`config.mk`:
```
export PLATFORM = sky130hd
export DESIGN_NAME = imm_encoder
export DESIGN_NICKNAME = d
export VERILOG_FILES = /design/src/rtl/imm_enc_pkg.sv /design/src/rtl/imm_classify.sv /design/src/rtl/imm_encoder.sv
export SDC_FILE = /design/constraint.sdc
export NUM_CORES = 1
export LEC_CHECK = 0
export ABC_AREA = 1
export CORE_MARGIN = 2
export CORE_UTILIZATION = 54
export CTS_CLUSTER_DIAMETER = 200
export DETAILED_ROUTE_END_ITERATION = 8
export DONT_BUFFER_PORTS = 1
export MAX_ROUTING_LAYER = met4
export PLACE_DENSITY = 0.72
export SLEW_MARGIN = 20
export SYNTH_ARGS = -nofsm -noshare
export SYNTH_HDL_FRONTEND = slang
export SYNTH_SLANG_ARGS = --single-unit
```
`constraint.sdc`:
```
create_clock -name clk -period 1.5 [get_ports clk]
set_input_delay 0.225 -clock clk [delete_from_list [all_inputs] [get_ports clk]]
set_output_delay 0.225 -clock clk [all_outputs]
set_load 0.02 [all_outputs]
```
`src/rtl/imm_enc_pkg.sv`:
```
// Shared constants for the immediate encoder: extender op codes and FSM state encoding.
package imm_enc_pkg;

    localparam logic [1:0] EOP_SEXT = 2'b00;
    localparam logic [1:0] EOP_ZEXT = 2'b01;
    localparam logic [1:0] EOP_LUI  = 2'b10;
    localparam logic [1:0] EOP_SHL2 = 2'b11;

    typedef enum logic [1:0] {
        ST_IDLE    = 2'b00,
        ST_SINGLE  = 2'b01,
        ST_PAIR_HI = 2'b10,
        ST_PAIR_LO = 2'b11
    } state_t;

endpackage

```
`src/rtl/imm_classify.sv`:
```
// Combinational classifier: picks the cheapest extender op that rebuilds a 32-bit constant,
// or falls back to a LUI + zero-extended ORI pair.
module imm_classify
    import imm_enc_pkg::*;
#(
    parameter int ALLOW_SHL2 = 1
) (
    input  logic [31:0] value,
    output logic        is_pair,
    output logic [1:0]  eop,
    output logic [15:0] imm_hi,
    output logic [15:0] imm_lo
);

    logic sext_ok;
    logic zext_ok;
    logic lui_ok;
    logic shl2_ok;

    assign sext_ok = (&value[31:15]) || (~|value[31:15]);
    assign zext_ok = ~|value[31:16];
    assign lui_ok  = ~|value[15:0];
    assign shl2_ok = (ALLOW_SHL2 != 0) && (~|value[1:0]) &&
                     ((&value[31:17]) || (~|value[31:17]));

    // imm_hi carries the first (or only) beat; imm_lo is only used by the second pair beat.
    always_comb begin
        // NOTE: every output gets a default first so no path through the priority chain infers a latch.
        is_pair = 1'b0;
        eop     = EOP_SEXT;
        imm_hi  = value[15:0];
        imm_lo  = value[15:0];
        if (sext_ok) begin
            eop = EOP_SEXT;
        end else if (zext_ok) begin
            eop = EOP_ZEXT;
        end else if (lui_ok) begin
            eop    = EOP_LUI;
            imm_hi = value[31:16];
        end else if (shl2_ok) begin
            eop    = EOP_SHL2;
            imm_hi = value[17:2];
        end else begin
            is_pair = 1'b1;
            eop     = EOP_LUI;
            imm_hi  = value[31:16];
        end
    end

endmodule

```
`src/rtl/imm_encoder.sv`:
```
// Immediate encoder top: handshaked FSM emitting one or two {imm, eop} beats per constant.
// Define IMM_ENC_STATS_EN to add saturating single/pair hand-off counters.
module imm_encoder
    import imm_enc_pkg::*;
#(
    parameter int ALLOW_SHL2 = 1
`ifdef IMM_ENC_STATS_EN
    ,
    parameter int CNT_W = 16
`endif
) (
    input  logic        clk,
    input  logic        reset,
    input  logic        in_valid,
    output logic        in_ready,
    input  logic [31:0] in_value,
    output logic        out_valid,
    input  logic        out_ready,
    output logic [15:0] out_imm,
    output logic [1:0]  out_eop,
    output logic        out_last,
    output logic        out_pair
`ifdef IMM_ENC_STATS_EN
    ,
    output logic [CNT_W-1:0] stat_single,
    output logic [CNT_W-1:0] stat_pair
`endif
);

    state_t      state;
    logic [15:0] lo_imm;
    logic        cls_pair;
    logic [1:0]  cls_eop;
    logic [15:0] cls_hi;
    logic [15:0] cls_lo;
    logic        accept;
    logic        handoff;
    logic        last_handoff;

    imm_classify #(.ALLOW_SHL2(ALLOW_SHL2)) u_classify (
        .value   (in_value),
        .is_pair (cls_pair),
        .eop     (cls_eop),
        .imm_hi  (cls_hi),
        .imm_lo  (cls_lo)
    );

    assign handoff      = out_valid && out_ready;
    assign last_handoff = handoff && out_last;
    assign in_ready     = (state == ST_IDLE) || last_handoff;
    assign accept       = in_valid && in_ready;

    always_ff @(posedge clk) begin
        // NOTE: sequential state uses non-blocking assignments so every register samples pre-edge values.
        if (!reset) begin
            state     <= ST_IDLE;
            out_valid <= 1'b0;
            out_imm   <= 16'h0000;
            out_eop   <= EOP_SEXT;
            out_last  <= 1'b0;
            out_pair  <= 1'b0;
            lo_imm    <= 16'h0000;
        end else if (accept) begin
            // Loading on the last hand-off gives back-to-back constants without a bubble.
            out_valid <= 1'b1;
            out_imm   <= cls_hi;
            lo_imm    <= cls_lo;
            if (cls_pair) begin
                state    <= ST_PAIR_HI;
                out_eop  <= EOP_LUI;
                out_last <= 1'b0;
                out_pair <= 1'b1;
            end else begin
                state    <= ST_SINGLE;
                out_eop  <= cls_eop;
                out_last <= 1'b1;
                out_pair <= 1'b0;
            end
        end else if (handoff) begin
            case (state)
                ST_PAIR_HI: begin
                    state    <= ST_PAIR_LO;
                    out_imm  <= lo_imm;
                    out_eop  <= EOP_ZEXT;
                    out_last <= 1'b1;
                end
                default: begin
                    state     <= ST_IDLE;
                    out_valid <= 1'b0;
                end
            endcase
        end
    end

`ifdef IMM_ENC_STATS_EN
    always_ff @(posedge clk) begin
        if (!reset) begin
            stat_single <= '0;
            stat_pair   <= '0;
        end else if (last_handoff) begin
            if (out_pair) begin
                if (!(&stat_pair)) stat_pair <= stat_pair + 1'b1;
            end else begin
                if (!(&stat_single)) stat_single <= stat_single + 1'b1;
            end
        end
    end
`endif

endmodule

```
==> results of run 1 <==
==> area by class of cell <==
class | count | area [um^2] | share of cell area
flip-flops and latches | 39 | 785 | 0.279
clock inverters | 2 | 12.5 | 0.00444
multi-input cells | 270 | 1500 | 0.531
well taps | 52 | 65.1 | 0.0231
repair buffers | 19 | 159 | 0.0564
inverters | 57 | 226 | 0.0804
clock buffers | 6 | 72.6 | 0.0258
==> timing repair <==
action / CTS / global route
buffers inserted: 0 / 1
pin swaps: 0 / 14
setup endpoints to repair: 6 / 15
resized for setup: 2 / 27
cloned: 0 / 1
==> flip-flops by register name, indices dropped and copies added, names as in the netlist <==
name,cells
lo_imm,16
out_last,1
out_imm,16
state,2
out_valid,1
out_pair,1
out_eop,2
==> placed cells by master, fill, tap and decap left out, types with 11 or more instances in the layout <==
| cell type | synthesis | layout |
|---|---|---|
| nor2_1 | 40 | 40 |
| buf_4 | 2 | 13 |
| nand4_1 | 17 | 17 |
| nand2_2 | 14 | 19 |
| a21oi_1 | 58 | 47 |
| nand3_1 | 47 | 47 |
| nand2_1 | 55 | 50 |
| dfxtp_1 | 39 | 36 |
| inv_1 | 52 | 52 |
| a21oi_2 | 11 | 21 |
| nand3_2 | 11 | 11 |
==> report_power, final <==
part	total [mW]	switching [mW]	internal (mW)	leakage, nW
Sequential	1.24	0.107	1.13	0.321
Combinational	0.659	0.409	0.250	0.869
Clock	0.706	0.381	0.325	0.0412
==> cells by family after synthesis <==
kind of cell | Yosys count | share of synthesized area
and+or+nand+nor | 198 | 0.404
buffers and inverters | 75 | 0.131
AOI/OAI and AO/OA | 72 | 0.159
DFF | 39 | 0.306
==> per-stage QoR <==
stage          total power [mW]  cells  setup slack [ps]  hold WS, ps   util
2_1_floorplan              1.72    384              1.96          368      -
3_3_place_gp               1.84    435              9.61          375  0.591
3_5_place_dp               1.85    435             -21.3          389  0.591
4_1_cts                    2.55    443              2.61         72.5  0.612
5_1_grt                    2.74    445             -20.7         81.8  0.633
6_report                   2.60    445              67.7         83.3  0.633
==> cells in the mapped netlist (all sizes together) <==
| library cell | count | area (um^2) |
|---|---|---|
| nand3b | 1 | 11.3 |
| o21bai | 1 | 7.51 |
| nor2 | 43 | 179 |
| dfxtp | 39 | 781 |
| nand2 | 72 | 328 |
| buf | 14 | 98.8 |
| clkinv | 1 | 8.76 |
| inv | 56 | 210 |
| a21oi | 69 | 387 |
| nor3 | 5 | 25.0 |
| o21ai | 2 | 10.0 |
| nand3 | 60 | 380 |
| clkbuf | 4 | 15.0 |
| nand4 | 17 | 106 |
==> routing by layer <==
layer / part of all wire / track usage
met3: 0.073 / 0.0677
met2: 0.44 / 0.384
met4: 0.018 / 0.0761
met1: 0.47 / 0.369
met5: 0 / -
==> critical path: stages, from the launching register on <==
cell	delay [ps]
dfxtp_2	320
inv_1	90
nand2_2	70
nand2_4	100
nand2_4	100
buf_6	160
nand2_1	100
nand3_1	80
a21oi_1	210
a21oi_2	70
==> final timing paths <==
kind / from / end / slack [ps] / cells past startpoint
min: in_value[15] / lo_imm[15]$_SDFFE_PN0P_ / 80 / 2
max reg2reg: state[0]$_SDFFE_PN0N_ / out_imm[3]$_SDFFE_PN0P_ / 70 / 9
max: state[0]$_SDFFE_PN0N_ / out_imm[3]$_SDFFE_PN0P_ / 70 / 9
min reg2reg: state[0]$_SDFFE_PN0N_ / state[0]$_SDFFE_PN0N_ / 480 / 2
==> impl_metrics.csv, run 1 <==
group,metric,value,unit
finish,drive_gt1_frac,0.242,
sta,setup_violations,0,
synthesis,ys_ff_latch,39,
sta,finClkSkew,5.36,ps
synthesis,synth_cells,384,
place,port_buffers,0,
clock_tree,cts-root-buf,"clkbuf_8",
floorplanning,core.rowCount,24,
place,gp_congestion,0.878,
grt,grt_use_total,0.266,
sta,max_freq,698,MHz
floorplanning,initial_utilization,0.573,
clock_tree,clk_latency,300,ps
clock_tree,cts_sinks,39,
finish,fillers,415,
hold_path,hold_path_class,"in2reg",
grt,grt_start_max_net_pins,39,
clock_tree,path_clk_slew,80,ps
power,power.leakage,1.23,nW
sta,period_minus_slack,1430,ps
synthesis,yosys.cell_types.count,25,
sta,worst_pin_slew,475,ps
sta,finalMaxSlewViolations,0,
route,drt_first_pass_iters,4,
finish,area_growth,10.5,%
synthesis,synth_area,2550,um^2
synthesis,yosys_warnings,0,
floorplanning,die_y,72.7,um
route,drc,0,
job,maxCapViolCount,0,
clock_tree,h-tree-depth,2,
floorplanning,die_w,72.7,um
clock_tree,holdBufCountCts,0,
route,routed-via-count,2510,
sta,hold_violations,0,
synthesis,syn-num-nets,420,
setup_path,crit_path_end_kind,"flip-flop",
outcome,status,"completed",
place,place_area,2630,um^2
grt,grt_pass1_vias,2238,
floorplanning,dieArea,5280,um^2
finish,nNetsFinal,428,
finish,diodes,0,
route,post_drt_via_cell_ratio,5.64,
synthesis,avgSynthCellArea,6.63,um^2
setup_path,critical_path_required,1670,ps
route,ant_nets,0,
setup_path,crit_arrival,1610,ps
setup_path,start_kind,"flip-flop",
sta,fin_crit_sh,0.955,
clock_tree,cts_tree,"done",
grt,grt_pass1_wl,10700,um
setup_path,critPathMaxFanout,10,
route,first_iter_violations,213,
route,drt-total-wl,6770,um
clock_tree,numCtsBuffers,5,
grt,antenna_found_initial,0,
clock_tree,clk_path_buf_depth,2,
sta,final.setup.tns,0,ps
setup_path,path_class,"reg2reg",
floorplanning,core,4440,um^2
synthesis,yosysSeqAreaShare,0.306,
finish,final_area,2820,um^2
floorplanning,num_io_pins,58,
sta,relSlewSlack,0.683,
power,power_per_cell_area,924,nW/um^2
power,ir_worst_vdd,0.445,mV
route,route.detailed.wl_per_inst,15.2,um
place,place_hpwl,4950,um
grt,grt_overflow,0,
Note: power is estimated with default switching activity, not from simulation.
==> run 2: changes to the inputs <==
--- a/config.mk
+++ b/config.mk
@@ -7,12 +7,11 @@
 export LEC_CHECK = 0
 export ABC_AREA = 1
 export CORE_MARGIN = 2
-export CORE_UTILIZATION = 54
+export CORE_UTILIZATION = 68
 export CTS_CLUSTER_DIAMETER = 200
 export DETAILED_ROUTE_END_ITERATION = 8
 export DONT_BUFFER_PORTS = 1
-export MAX_ROUTING_LAYER = met4
-export PLACE_DENSITY = 0.72
+export PLACE_DENSITY = 0.84
 export SLEW_MARGIN = 20
 export SYNTH_ARGS = -nofsm -noshare
 export SYNTH_HDL_FRONTEND = slang
==> constraint.sdc (replaced) <==
create_clock -name clk -period 1.8 [get_ports clk]
set_input_delay 0.27 -clock clk [delete_from_list [all_inputs] [get_ports clk]]
set_output_delay 0.27 -clock clk [all_outputs]
set_load 0.02 [all_outputs]
==> impl_metrics.csv, run 2 (synthesized netlist as in run 1, its figures left out) <==
group,metric,value,unit
sta,fin_crit_sh,0.881,
clock_tree,clk_path_buf_depth,2,
finish,nNetsFinal,419,
finish,drive_gt1_frac,0.172,
grt,grt_start_max_net_pins,39,
finish,final_cell_mix,"a21oi_1, nand2_1, inv_1",
floorplanning,core,3630,um^2
finish,reg.largest.list,"lo_imm x16, out_imm x16",
grt,grt_pass1_wl,11000,um
setup_path,start_kind,"flip-flop",
sta,rsz0062_at_grt,"false",
sta,relSlewSlack,0.694,
finish,area_growth,5.26,%
setup_path,cpMostUsedCell,"nand2_4",
route,post_drt_via_cell_ratio,5.90,
setup_path,max_stage_delay,320,ps
setup_path,critical_path_required,2030,ps
setup_path,path_class,"reg2reg",
sta,hold_ws,145,ps
grt,antenna_found_initial,0,
power,power.leakage,1.19,nW
finish,fin_util,0.738,
sta,finalMaxSlewViolations,0,
grt,grt_use_total,0.332,
route,first_iter_violations,236,
sta,max_freq,630,MHz
power,ir_worst_vdd,0.529,mV
sta,fin_ws,214,ps
sta,worst_pin_slew,459,ps
floorplanning,dieArea,4250,um^2
floorplanning,die_y,65.2,um
setup_path,ff2ff_setup_slack,210,ps
setup_path,timing.rr.end,"out_imm[8]$_SDFFE_PN0P_",
sta,period_minus_slack,1590,ps
place,pre_cts_slack,158,ps
job,maxCapViolCount,0,
route,ant_nets,0,
finish,diodes,0,
clock_tree,cts_tree,"done",
finish,multi_input_area,1440,um^2
clock_tree,path_clk_slew,70,ps
setup_path,critPathMaxFanout,16,
setup_path,rr_worst_depth,9,
finish,final_common_cell,"a21oi_1",
route,drt-total-wl,6770,um
grt,grt_pass1_vias,2408,
place,dp.cells,424,
finish,final_cells,431,
setup_path,crit_slowest_cell,"dfxtp_1",
route,drt_first_pass_iters,6,
clock_tree,clk_latency,290,ps
floorplanning,core.rowCount,22,
finish,regArea,781,um^2
sta,hold_violations,0,
setup_path,crit_end,"out_imm[8]$_SDFFE_PN0P_",
route,drc,0,
grt,grt_overflow,0,
clock_tree,h-tree-depth,2,
floorplanning,num_io_pins,58,
sta,finClkSkew,1.54,ps
floorplanning,die_w,65.2,um
outcome,status,"completed",
sta,final.setup.tns,0,ps
clock_tree,cts-root-buf,"clkbuf_8",
floorplanning,initial_utilization,0.701,
setup_path,worstSetupStartpoint,"state[0]$_SDFFE_PN0N_",
clock_tree,cts_sinks,39,
power,power_per_cell_area,831,nW/um^2
place,gp_congestion,0.953,
route,routed-via-count,2541,
setup_path,crit_arrival,1810,ps
route,route.detailed.wl_per_inst,15.7,um
setup_path,crit_path_end_kind,"flip-flop",
setup_path,worstReg2RegStart,"state[0]$_SDFFE_PN0N_",
place,place_hpwl,4860,um
sta,setup_violations,0,
clock_tree,numCtsBuffers,5,
hold_path,hold_path_class,"in2reg",
setup_path,crit_chain,"inv_1, nand2_1, nand2_4, nand2_4, clkinv_4, nand3_4, inv_4, nand3_1, a21oi_1",
finish,fillers,314,
place,port_buffers,0,
run 2: cell types whose count changed in the layout (fill, tap and decap cells not counted), moves of 5 or more:
cell and delta:
nand2_2 -5, a21oi_2 -11, a21oi_1 +11, buf_6 -5
nand2_1 +5
run 2: final cells by class:
type                    instances  share of cell area
multi-input cells             270               0.538
clock buffers                   6              0.0271
well taps                      48              0.0224
inverters                      57              0.0826
flip-flops and latches         39               0.291
clock inverters                 1              0.0112
repair buffers                 10              0.0280
run 2: layer usage:
metal	share of wire	wire length (um)	track usage
met1	0.40	2700	0.419
met2	0.47	3200	0.557
met3	0.11	741	0.0856
met4	0.019	126	0.0990
met5	0	0	0
run 2: worst min path at each step:
| stage | start | endpoint | slack (ps) | depth (start not counted) |
|---|---|---|---|---|
| 2_1_floorplan | in_value[15] | lo_imm[15]$_SDFFE_PN0P_ | 410 | 2 |
| 3_3_place_gp | in_value[15] | lo_imm[15]$_SDFFE_PN0P_ | 420 | 2 |
| 3_5_place_dp | in_value[15] | lo_imm[15]$_SDFFE_PN0P_ | 460 | 2 |
| 4_1_cts | in_value[15] | lo_imm[15]$_SDFFE_PN0P_ | 150 | 2 |
| 5_1_grt | in_value[15] | lo_imm[15]$_SDFFE_PN0P_ | 150 | 2 |
| 6_report | in_value[15] | lo_imm[15]$_SDFFE_PN0P_ | 150 | 2 |
run 2: where the power goes:
part	leakage [nW]	internal [mW]	switching [mW]
Sequential	0.320	0.941	0.0888
Clock	0.0513	0.406	0.301
Combinational	0.815	0.171	0.322
Total	1.19	1.52	0.711
run 2: critical path: cells and delay by family, from the launching register on:
kind	cells	cell delay (ps)
flops	1	320
simple gates	5	640
buf+inv	3	410
compound gates	1	140
run 2: per-stage QoR:
step                cell area (um^2)  total power [mW]
finish                          2680              2.23
global route                    2680              2.33
CTS                             2670              2.22
detailed placement              2570              1.53
global placement                2570              1.51
floorplan                       2550              1.44
run 2: timing repair:
item                       4_1_cts  5_1_grt
gates resized for setup          0        3
setup endpoints to repair        0        7
hold buffers                     0        0
setup buffers                    0        0
